===== src/rtl/tr_pkg.sv =====
// Shared definitions for the tuner position-scan blocks: FSM encoding, default widths, channel-index width helper.
package tr_pkg;

  typedef enum logic [2:0] {
    ST_IDLE,
    ST_SELECT,
    ST_REQ,
    ST_LATCH,
    ST_STROBE
  } state_e;

  localparam int WIDTH_ADC_DEF = 12;
  localparam int WIDTH_X_DEF   = 32;

  // A single channel still needs a 1-bit select so the port never collapses to zero width.
  function automatic int ch_w(input int n);
    return (n > 1) ? $clog2(n) : 1;
  endfunction

endpackage


===== src/rtl/tr_period_tick.sv =====
// Free-running period tick with a one-deep pending latch and sticky overrun; tick is combinational off the count.
// No backpressure: a tick arriving while one is still pending is dropped and flagged in overrun_o.
module tr_period_tick (
  input  logic        clk,
  input  logic        rst,
  input  logic        en_i,
  input  logic [15:0] period_i,
  input  logic        clr_i,
  output logic        tick_o,
  output logic        pending_o,
  output logic        overrun_o
);

  logic [15:0] cnt_q, cnt_d;
  logic [15:0] lim;
  logic        pending_q, pending_d;
  logic        overrun_q, overrun_d;

  always_comb begin
    lim    = (period_i == 16'd0) ? 16'd1 : period_i;
    tick_o = en_i && (cnt_q == lim - 16'd1);
    cnt_d  = (!en_i || tick_o) ? 16'd0 : cnt_q + 16'd1;
    // A scan start and a tick in the same cycle leave exactly one tick pending.
    pending_d = en_i && ((pending_q && !clr_i) || tick_o);
    overrun_d = overrun_q || (tick_o && pending_q && !clr_i);
  end

  always_ff @(posedge clk) begin
    if (rst) begin
      cnt_q     <= 16'd0;
      pending_q <= 1'b0;
      overrun_q <= 1'b0;
    end else begin
      cnt_q     <= cnt_d;
      pending_q <= pending_d;
      overrun_q <= overrun_d;
    end
  end

  assign pending_o = pending_q;
  assign overrun_o = overrun_q;

endmodule


===== src/rtl/tr_pos_scan_sched.sv =====
// Round-robin sharing of one position ADC across NUM_TR tuners; adc_ack -> x after 1 clk -> data_valid_TR after 2 clk.
// adc_req is held until adc_ack or TIMEOUT clocks; ticks that arrive while a scan is pending are flagged as overrun.
module tr_pos_scan_sched
  import tr_pkg::*;
#(
  parameter int NUM_TR    = 2,
  parameter int WIDTH_ADC = WIDTH_ADC_DEF,
  parameter int WIDTH_X   = WIDTH_X_DEF,
  parameter int TIMEOUT   = 1023
) (
  input  logic                      clk,
  input  logic                      rst,
  input  logic                      scan_en,
  input  logic [15:0]               scan_period,
  input  logic [NUM_TR-1:0]         ch_mask,
  output logic                      adc_req,
  output logic [ch_w(NUM_TR)-1:0]   adc_ch,
  input  logic                      adc_ack,
  input  logic [WIDTH_ADC-1:0]      adc_data,
  output logic [NUM_TR*WIDTH_X-1:0] x,
  output logic [NUM_TR-1:0]         data_valid_TR,
  output logic [NUM_TR-1:0]         timeout_err,
  output logic                      overrun,
  output logic                      scan_busy
);

  localparam int CH_W  = ch_w(NUM_TR);
  localparam int PTR_W = CH_W + 1;
  localparam int TMR_W = $clog2(TIMEOUT + 1);

  state_e                    state_q;
  logic [PTR_W-1:0]          ptr_q;
  logic [TMR_W-1:0]          timer_q;
  logic [CH_W-1:0]           ch_q;
  logic [WIDTH_ADC-1:0]      cap_q;
  logic                      req_q;
  logic                      busy_q;
  logic [NUM_TR-1:0]         dv_q;
  logic [NUM_TR-1:0]         err_q;
  logic [NUM_TR*WIDTH_X-1:0] x_q;

  logic             pending;
  logic             tick;
  logic             start;
  logic             found;
  logic [CH_W-1:0]  sel_idx;
  logic [PTR_W-1:0] ptr_after;

  assign start = (state_q == ST_IDLE) && pending && scan_en;

  tr_period_tick u_tick (
    .clk       (clk),
    .rst       (rst),
    .en_i      (scan_en),
    .period_i  (scan_period),
    .clr_i     (start),
    .tick_o    (tick),
    .pending_o (pending),
    .overrun_o (overrun)
  );

  // Parallel priority search: descending loop so the lowest qualifying index wins.
  always_comb begin
    found   = 1'b0;
    sel_idx = '0;
    for (int i = NUM_TR - 1; i >= 0; i--) begin
      if ((PTR_W'(i) >= ptr_q) && ch_mask[i]) begin
        found   = 1'b1;
        sel_idx = CH_W'(i);
      end
    end
    ptr_after = PTR_W'(ch_q) + PTR_W'(1);
  end

  always_ff @(posedge clk) begin
    if (rst) begin
      state_q <= ST_IDLE;
      ptr_q   <= '0;
      timer_q <= '0;
      ch_q    <= '0;
      cap_q   <= '0;
      req_q   <= 1'b0;
      busy_q  <= 1'b0;
      dv_q    <= '0;
      err_q   <= '0;
      x_q     <= '0;
    end else begin
      dv_q <= '0;
      case (state_q)
        ST_IDLE: begin
          if (start) begin
            ptr_q   <= '0;
            busy_q  <= 1'b1;
            state_q <= ST_SELECT;
          end
        end
        ST_SELECT: begin
          // scan_en is only honoured here, so an open handshake always completes first.
          if (found && scan_en) begin
            ch_q    <= sel_idx;
            req_q   <= 1'b1;
            timer_q <= '0;
            state_q <= ST_REQ;
          end else begin
            busy_q  <= 1'b0;
            state_q <= ST_IDLE;
          end
        end
        ST_REQ: begin
          if (adc_ack) begin
            cap_q   <= adc_data;
            req_q   <= 1'b0;
            state_q <= ST_LATCH;
          end else if (timer_q == TMR_W'(TIMEOUT - 1)) begin
            req_q       <= 1'b0;
            err_q[ch_q] <= 1'b1;
            ptr_q       <= ptr_after;
            state_q     <= ST_SELECT;
          end else begin
            timer_q <= timer_q + TMR_W'(1);
          end
        end
        ST_LATCH: begin
          x_q[int'(ch_q)*WIDTH_X +: WIDTH_X] <= WIDTH_X'(cap_q);
          state_q <= ST_STROBE;
        end
        ST_STROBE: begin
          dv_q[ch_q] <= 1'b1;
          ptr_q      <= ptr_after;
          state_q    <= ST_SELECT;
        end
        default: state_q <= ST_IDLE;
      endcase
    end
  end

  assign adc_req       = req_q;
  assign adc_ch        = ch_q;
  assign x             = x_q;
  assign data_valid_TR = dv_q;
  assign timeout_err   = err_q;
  assign scan_busy     = busy_q;

endmodule


===== config.mk =====
export PLATFORM = sky130hd
export DESIGN_NAME = tr_pos_scan_sched
export DESIGN_NICKNAME = d
export VERILOG_FILES = /design/src/rtl/tr_pkg.sv /design/src/rtl/tr_period_tick.sv /design/src/rtl/tr_pos_scan_sched.sv
export SDC_FILE = /design/constraint.sdc
export NUM_CORES = 1
export LEC_CHECK = 0
export BUFFER_PORTS_ARGS = -buffer_cell sky130_fd_sc_hd__buf_4
export CAP_MARGIN = 20
export CORE_MARGIN = 5
export CORE_UTILIZATION = 47
export DETAILED_ROUTE_END_ITERATION = 6
export PLACE_DENSITY = 0.87
export SLEW_MARGIN = 30
export SYNTH_ARGS = -nofsm -noshare
export SYNTH_HDL_FRONTEND = slang
export SYNTH_SLANG_ARGS = --single-unit

===== constraint.sdc =====
create_clock -name clk -period 2.8 [get_ports clk]
set_input_delay 0.42 -clock clk [delete_from_list [all_inputs] [get_ports clk]]
set_output_delay 0.42 -clock clk [all_outputs]
set_load 0.05 [all_outputs]

* After elaboration in Yosys (flattened, before gate mapping)
Cells that the tools add are included.
** Operators by class
- Equal/unequal tests :: 13
- Add/sub/neg operators :: 5
- Magnitude comparators :: 4
- Muxes and demuxes :: 27
- Shift operators :: 2
- Bitwise gates (word level) :: 3
- Multiply operators :: 0
- Reductions and logical operators :: 31
- Div/mod/pow operators :: 0
** Operators by type and width (number)
- bitwise mux 64 bit :: 1
- variable shift 32 x 33 -> 64 bit, first input constant :: 1
- variable part select 32 x 33 -> 64 bit :: 1
- negator 6 -> 33 bit :: 1
- two-way mux 10 bit :: 3
- one-hot mux 10 bit (2 select lines) :: 1
- adder 16 x 1 -> 16 bit, second input constant :: 1
- equality test 16 bit :: 1
- logical NOT 16 bit :: 1
- two-way mux 16 bit :: 1
- subtractor 16 x 1 -> 16 bit, second input constant :: 1
- one-hot mux 3 bit (5 select lines) :: 1
- logical AND 1 bit :: 11
- adder 10 x 1 -> 10 bit, second input constant :: 1
- equality test 10 bit, second input constant :: 1
- != test 2 bit, second input constant :: 5
- two-way mux 1 bit :: 9
- two-way mux 3 bit :: 3
- AND reduction 3 bit :: 3
- two-way mux 2 bit :: 4
- AND reduction 4 bit :: 2
- equality test 3 x 2 -> 1 bit, second input constant :: 2
- one-hot mux 2 bit (3 select lines) :: 1
- AND reduction 2 bit :: 3
- other kinds (18) :: 26
** Storage, ports and cells
- Word-level logic and storage cells :: 98
- Bits of input ports :: 34
- Bits in writable memories :: 0
- Bits in read-only memories :: 0
- Register bits :: 116
- Bits in latches :: 0
- Memories kept :: 0
- Output and inout bits :: 72

* Longest topological paths before layout
- Word-level depth :: 8
- Gate-level depth with buffers :: 13
- Depth with buffers taken out :: 12

* Hierarchy
From an unflattened synthesis, not the netlist that was laid out.
** Second synthesis, totals
- Cell total of the unflattened synthesis :: 501
- Area, all modules :: 4065.1 um2
** Modules (own cells, without submodules)
- tr_pos_scan_sched :: cells each 330, seq. area each 1161.1 um2, area an instance 2645.0 um2, instances 1
- tr_period_tick :: cells each 171, seq. area each 360.3 um2, area an instance 1420.1 um2, instances 1

* Least setup slack after synthesis
OpenSTA, ideal clock, no wires.
- Kind :: input to register
- From :: input scan_period[2]
- To :: register u_tick.cnt_q[10]
- Data arrival time :: 2906 ps
- Setup time :: 115 ps
- Buffers on the path :: 2
- Path slack :: -220 ps
- Stages :: 12
- Data required time :: 2685 ps
- Cell sequence :: clkbuf_1 -> nor4_1 -> a21oi_1 -> ha_1 -> or3b_2 -> nor4_1 -> xnor2_1 -> o211a_1 -> nand4_1 -> o311ai_4 -> buf_6 -> nor2_1
** Between the ends
- Longest elaborated chain between the ends :: 7
** Ends and longest elaborated chain
- start: declaration :: line tr_pos_scan_sched.sv:14 : input logic [15:0] scan_period,
- logical NOT 16 bit :: line tr_period_tick.sv:20 : lim = (period_i == 16'd0) ? 16'd1 : period_i;
- two-way mux 16 bit (*) :: line tr_period_tick.sv:20
- subtractor 16 x 1 -> 16 bit (*) :: line tr_period_tick.sv:21 : tick_o = en_i && (cnt_q == lim - 16'd1);
- equality test 16 bit (*) :: line tr_period_tick.sv:21
- logical AND 1 bit (*) :: line tr_period_tick.sv:21
- logical OR 1 bit (*) :: line tr_period_tick.sv:22 : cnt_d = (!en_i || tick_o) ? 16'd0 : cnt_q + 16'd1;
- OR reduction 2 bit (no source line) (*)
- end signal: assignment :: line tr_period_tick.sv:34 : cnt_q <= cnt_d;
- end: declaration :: line tr_period_tick.sv:14 : logic [15:0] cnt_q, cnt_d;
Mark *: on every way between the ends. The rest lies on a longest branch, timed or not.
A chain may end at the register's enable or synchronous reset.

* Worst setup path in the final report
- From :: input scan_period[5]
- To :: register u_tick.cnt_q[2]
Same word-level chain as after synthesis.

==> metrics list <==
* Number of synthesized register bits: 76
- The number of placed instances, taps included, is 651.
* Commonest non-fill, non-tap cells in the layout: sky130_fd_sc_hd__buf_4, sky130_fd_sc_hd__nand2_1, sky130_fd_sc_hd__dfxtp_1, sky130_fd_sc_hd__a21oi_1
- Standard cell core area: 0.00809 mm2
* Met2 Track Usage GR: 30.7%
* Number of global-route vias before repair: roughly 3300
- Vias/cell: 5.15
* Routed wire per std cell: 13.3 um
- Summing the areas of all compound-gate instances in the mapped netlist gives 12.2% of the synthesized area.
- The floorplan has 33 rows.
- Worst-skew pair later-pin latency: 350 ps
- Across the routed clock network, the largest skew measured is 12.4 ps.
- Die H: about 100 um
* Sequential cell area in the final layout: about 0.0015 mm2
- After synthesis the cells add up to 0.00385 mm2.
- Summing the areas of all fa, ha and maj instances in the mapped netlist gives ~1.3% of the synthesized area.
- Counting stages on the worst path, the most repeated cell is sky130_fd_sc_hd__nor2_2.
- Synth warnings: 0
* Measured slew at the worst slew-check pin: 872 ps
* Number of distinct library cells after synthesis: 50
- Worst path bufs/invs: 3
* Synthesized area divided by synthesized cell count: between 8 and 9 um2
- Fraction of the yosys area taken by sequential cells: ~39%
* CP delay by family, top: simple AND/OR/NAND/NOR gates
* Clock tree from TritonCTS: yes
- Maximum root-to-sink buffer count: 2
- Headroom to the max-slew limit came out at between 40% and 50%.
- Measured along the x axis, the die boundary spans around 100 um.
* Prevailing post-synth register cell: sky130_fd_sc_hd__dfxtp_1
- Area of combinational cells with multiple inputs: 0.00213 mm2
- Once the floorplan was initialized, standard cells occupied between 40 and 50% of the core.
- HPWL after DPL: 6680 um
- Proportion of layout cells with a drive suffix above 1: 22.4%
- Final-report max-slew violation count: 0
- Once detail routing completed, the nets flagged for antenna violations numbered 0.
* Post-synthesis async set-or-reset flop share: 0%
* Max-cap violations: 0
* Startpoint-to-endpoint class of the critical path: input port to register
- Clock-pin slew was measured on the worst setup and hold paths at 90 ps.
- The critical path goes through buf_4, nor4_2, nand4b_1, nor2_2, a21oi_2, ha_2, or3b_4, buf_6, nor2_2, xnor2_1, o2111a_1, nand4_1, o311ai_4, buf_12, nor2_1.
* Global routing usage summed across all routing layers: 17.9%
- The smallest clock period supported by the final layout is computed as 2680 ps.
* Last weighted congestion value of the routability-driven placer: slightly below 0.9
- Num Clock Sinks: 76
* Maximum number of pins on one net before global-route repair: 51
- VDD sags by at most about 0.26 mV.
- Of the total synthesized cell area, the portion taken by XOR and XNOR cells is 8.86%.
* Required time worst endpoint: between 3000 and 4000 ps
* Summed negative setup slack over all endpoints: 0 ps
- Post-route non-filler standard cell count: 668
* 1st-pass router iterations: 4
* Total number of H-tree levels: 3
- Largest family of logic cells by synthesized area: simple AND/OR/NAND/NOR gates
- On the critical path, the stage with the largest delay is an instance of sky130_fd_sc_hd__o311ai_4.
* Post-route DRC violation count: 0
- Clock tree root buffer cell: sky130_fd_sc_hd__clkbuf_8
- STA classifies the critical path startpoint as an input port.
* Static leakage power: 1.88 nW
- Post-synthesis instance total: 475
* Crit Path Max Fanout: 16
* Setup Viol. Count Final: 0
- Data on the critical path arrives at its endpoint at 2910 ps.
- Met3 usage in global routing: 3.74%
- Initial DRC Count: 108
* DIE AREA: 0.0101 mm2
* Share of cell area taken by muxes after synthesis: less than 1%
- The filler cells instantiated in the layout total 698.
* Final hold vios: 0
* N_diodes: 0
- The flow ran to the end, and the final reports show no timing, DRC or antenna violations.
* Commonest non-fill, non-tap cell in the layout: sky130_fd_sc_hd__buf_4
- Most Used Layer, Global Route: met2
* Initial antenna violation count: 0
- Area fraction in and, or, nand and nor cells after synthesis: 26.9%
- Wire length of the first global-routing pass: 14800 um
- Of the available clock period, the critical path in the final layout requires 95.7%.
- In this design, the stage delay of the slowest critical-path cell is around 310 ps.
- Count of flip-flops with a built-in enable after synthesis: 0
- Final Power: 0.00221 W
- Compared with the post-synthesis result, the final layout area differs by 22.6%.
- Peak Freq: 373 MHz
- At the end of the flow, the number of nets in the layout was between 500 and 600.
- Grt met1 use: 21.4%
* Global-route congestion overflow total: 0
- Finished Core Util: 58.4%
- Inserted Clock Buffers: 9
- The worst setup path is captured at a register.
- Power density normalized to cell area: 468 mW/mm2
- In this run the count of I/O pins placed on the die edge is 106.
* Unrepaired setup endpoints after global routing: true
- The routed layout has ~3400 vias.
- For this block, the routed nets add up to 8850 um of wire.
- Across all hold checks on the routed design, the worst slack comes to approximately 320 ps.
* # port buffers: 65
* Path class of the lowest-slack min-delay path: input port to register
-- path summary, 6_finish.rpt --
check                  startpoint               to  slack (ps)  cells past startpoint
setup / recovery   scan_period[5]  u_tick.cnt_q[2]         120                     15
hold / removal        adc_data[3]         cap_q[3]         320                      3
setup reg to reg  u_tick.cnt_q[9]  u_tick.cnt_q[2]         580                      8
hold reg to reg             x[39]            x[39]         460                      2
-- report_power, final --
part	leakage [nW]	switching, W	internal [W]
registers	0.612	0.00000246	0.00108
logic	1.17	0.000194	0.0000785
clock network	0.0984	0.000431	0.000425
-- timing repair --
item | 4_1_cts | 5_1_grt
setup buffers | 0 | 1
endpoints found under the setup margin | 13 | 18
hold buffers | 0 | 0
resized for setup | 1 | 10
gates cloned | 0 | 0
pin swaps | 0 | 1
-- registers in the layout (all words and copies together), names as in the netlist --
register,cells
timeout_err,2
data_valid_TR,2
u_tick.overrun_o,1
scan_busy,1
timer_q,10
u_tick.pending_o,1
adc_req,1
u_tick.cnt_q,16
x,24
state_q,3
ptr_q,2
cap_q,12
adc_ch,1
-- logic make-up (layout without fill, tap and decap cells) --
logic type,Yosys count,after routing
flip-flops,76,76
adder cells (fa/ha/maj),4,4
XOR/XNOR,39,39
other,1,40
AO/OA/AOI/OAI,74,74
AND/OR/NAND/NOR,213,213
multiplexers,2,2
buffers and inverters,66,115
-- cell usage after synthesis, types with 2 or more instances --
cell | instances | area [um2]
sky130_fd_sc_hd__o21ai_0 | 5 | 25.0
sky130_fd_sc_hd__nor3_1 | 11 | 55.1
sky130_fd_sc_hd__nor2_1 | 42 | 158
sky130_fd_sc_hd__xnor2_1 | 18 | 158
sky130_fd_sc_hd__nor2b_1 | 7 | 43.8
sky130_fd_sc_hd__nand3_1 | 14 | 70.1
sky130_fd_sc_hd__ha_1 | 4 | 50.1
sky130_fd_sc_hd__inv_1 | 7 | 26.3
sky130_fd_sc_hd__nand2_1 | 89 | 334
sky130_fd_sc_hd__nor4_1 | 6 | 37.5
sky130_fd_sc_hd__and3_1 | 8 | 50.1
sky130_fd_sc_hd__nor3b_1 | 2 | 15.0
sky130_fd_sc_hd__o2111ai_1 | 2 | 17.5
sky130_fd_sc_hd__dfxtp_1 | 76 | 1520
sky130_fd_sc_hd__clkbuf_1 | 16 | 60.1
sky130_fd_sc_hd__nand4b_1 | 3 | 26.3
sky130_fd_sc_hd__a21oi_1 | 45 | 225
sky130_fd_sc_hd__o211a_1 | 2 | 20.0
sky130_fd_sc_hd__a211oi_1 | 2 | 15.0
sky130_fd_sc_hd__or4_1 | 2 | 15.0
sky130_fd_sc_hd__or3_1 | 4 | 25.0
sky130_fd_sc_hd__nand3b_1 | 2 | 15.0
sky130_fd_sc_hd__nand2b_1 | 3 | 18.8
sky130_fd_sc_hd__a31oi_1 | 3 | 18.8
sky130_fd_sc_hd__a211o_1 | 2 | 17.5
sky130_fd_sc_hd__o31a_1 | 2 | 17.5
sky130_fd_sc_hd__and2_1 | 2 | 12.5
sky130_fd_sc_hd__nand4_1 | 11 | 68.8
sky130_fd_sc_hd__xor2_1 | 21 | 184
sky130_fd_sc_hd__nor4_4 | 2 | 42.5
sky130_fd_sc_hd__o31ai_1 | 3 | 22.5
sky130_fd_sc_hd__buf_4 | 41 | 308
-- area by class of cell --
type                            count  share of cell area [%]
Clock buffer                        9                    2.62
Clock inverter                      7                    1.75
Inverter                            7                   0.556
Multi-Input combinational cell    372                    45.1
Sequential cell                    76                    32.2
Tap cell                          105                    2.78
Timing Repair Buffer               92                    15.0
-- per-layer routing --
layer  wire, um  share of wire (%)  vias up
li1           -                  -     1711
met1       3730                 42     1606
met2       4380                 49      101
met3        507                5.7       23
met4        238                2.7        0
met5          0                  0        -
-- tightest hold or removal path: stages --
cell	delay (ps)
sky130_fd_sc_hd__buf_4	110
sky130_fd_sc_hd__nand2_1	40
sky130_fd_sc_hd__a21oi_1	50
-- stage by stage --
step / cell area, um2 / setup slack (ps)
after detailed placement: 4460 / -353
final: 4730 / 120
after floorplan: 4010 / -194
after global routing: 4730 / -60.7
after global placement: 4460 / -276
after CTS: 4670 / 40.6
No activity file was read; power rests on OpenSTA's default activity.
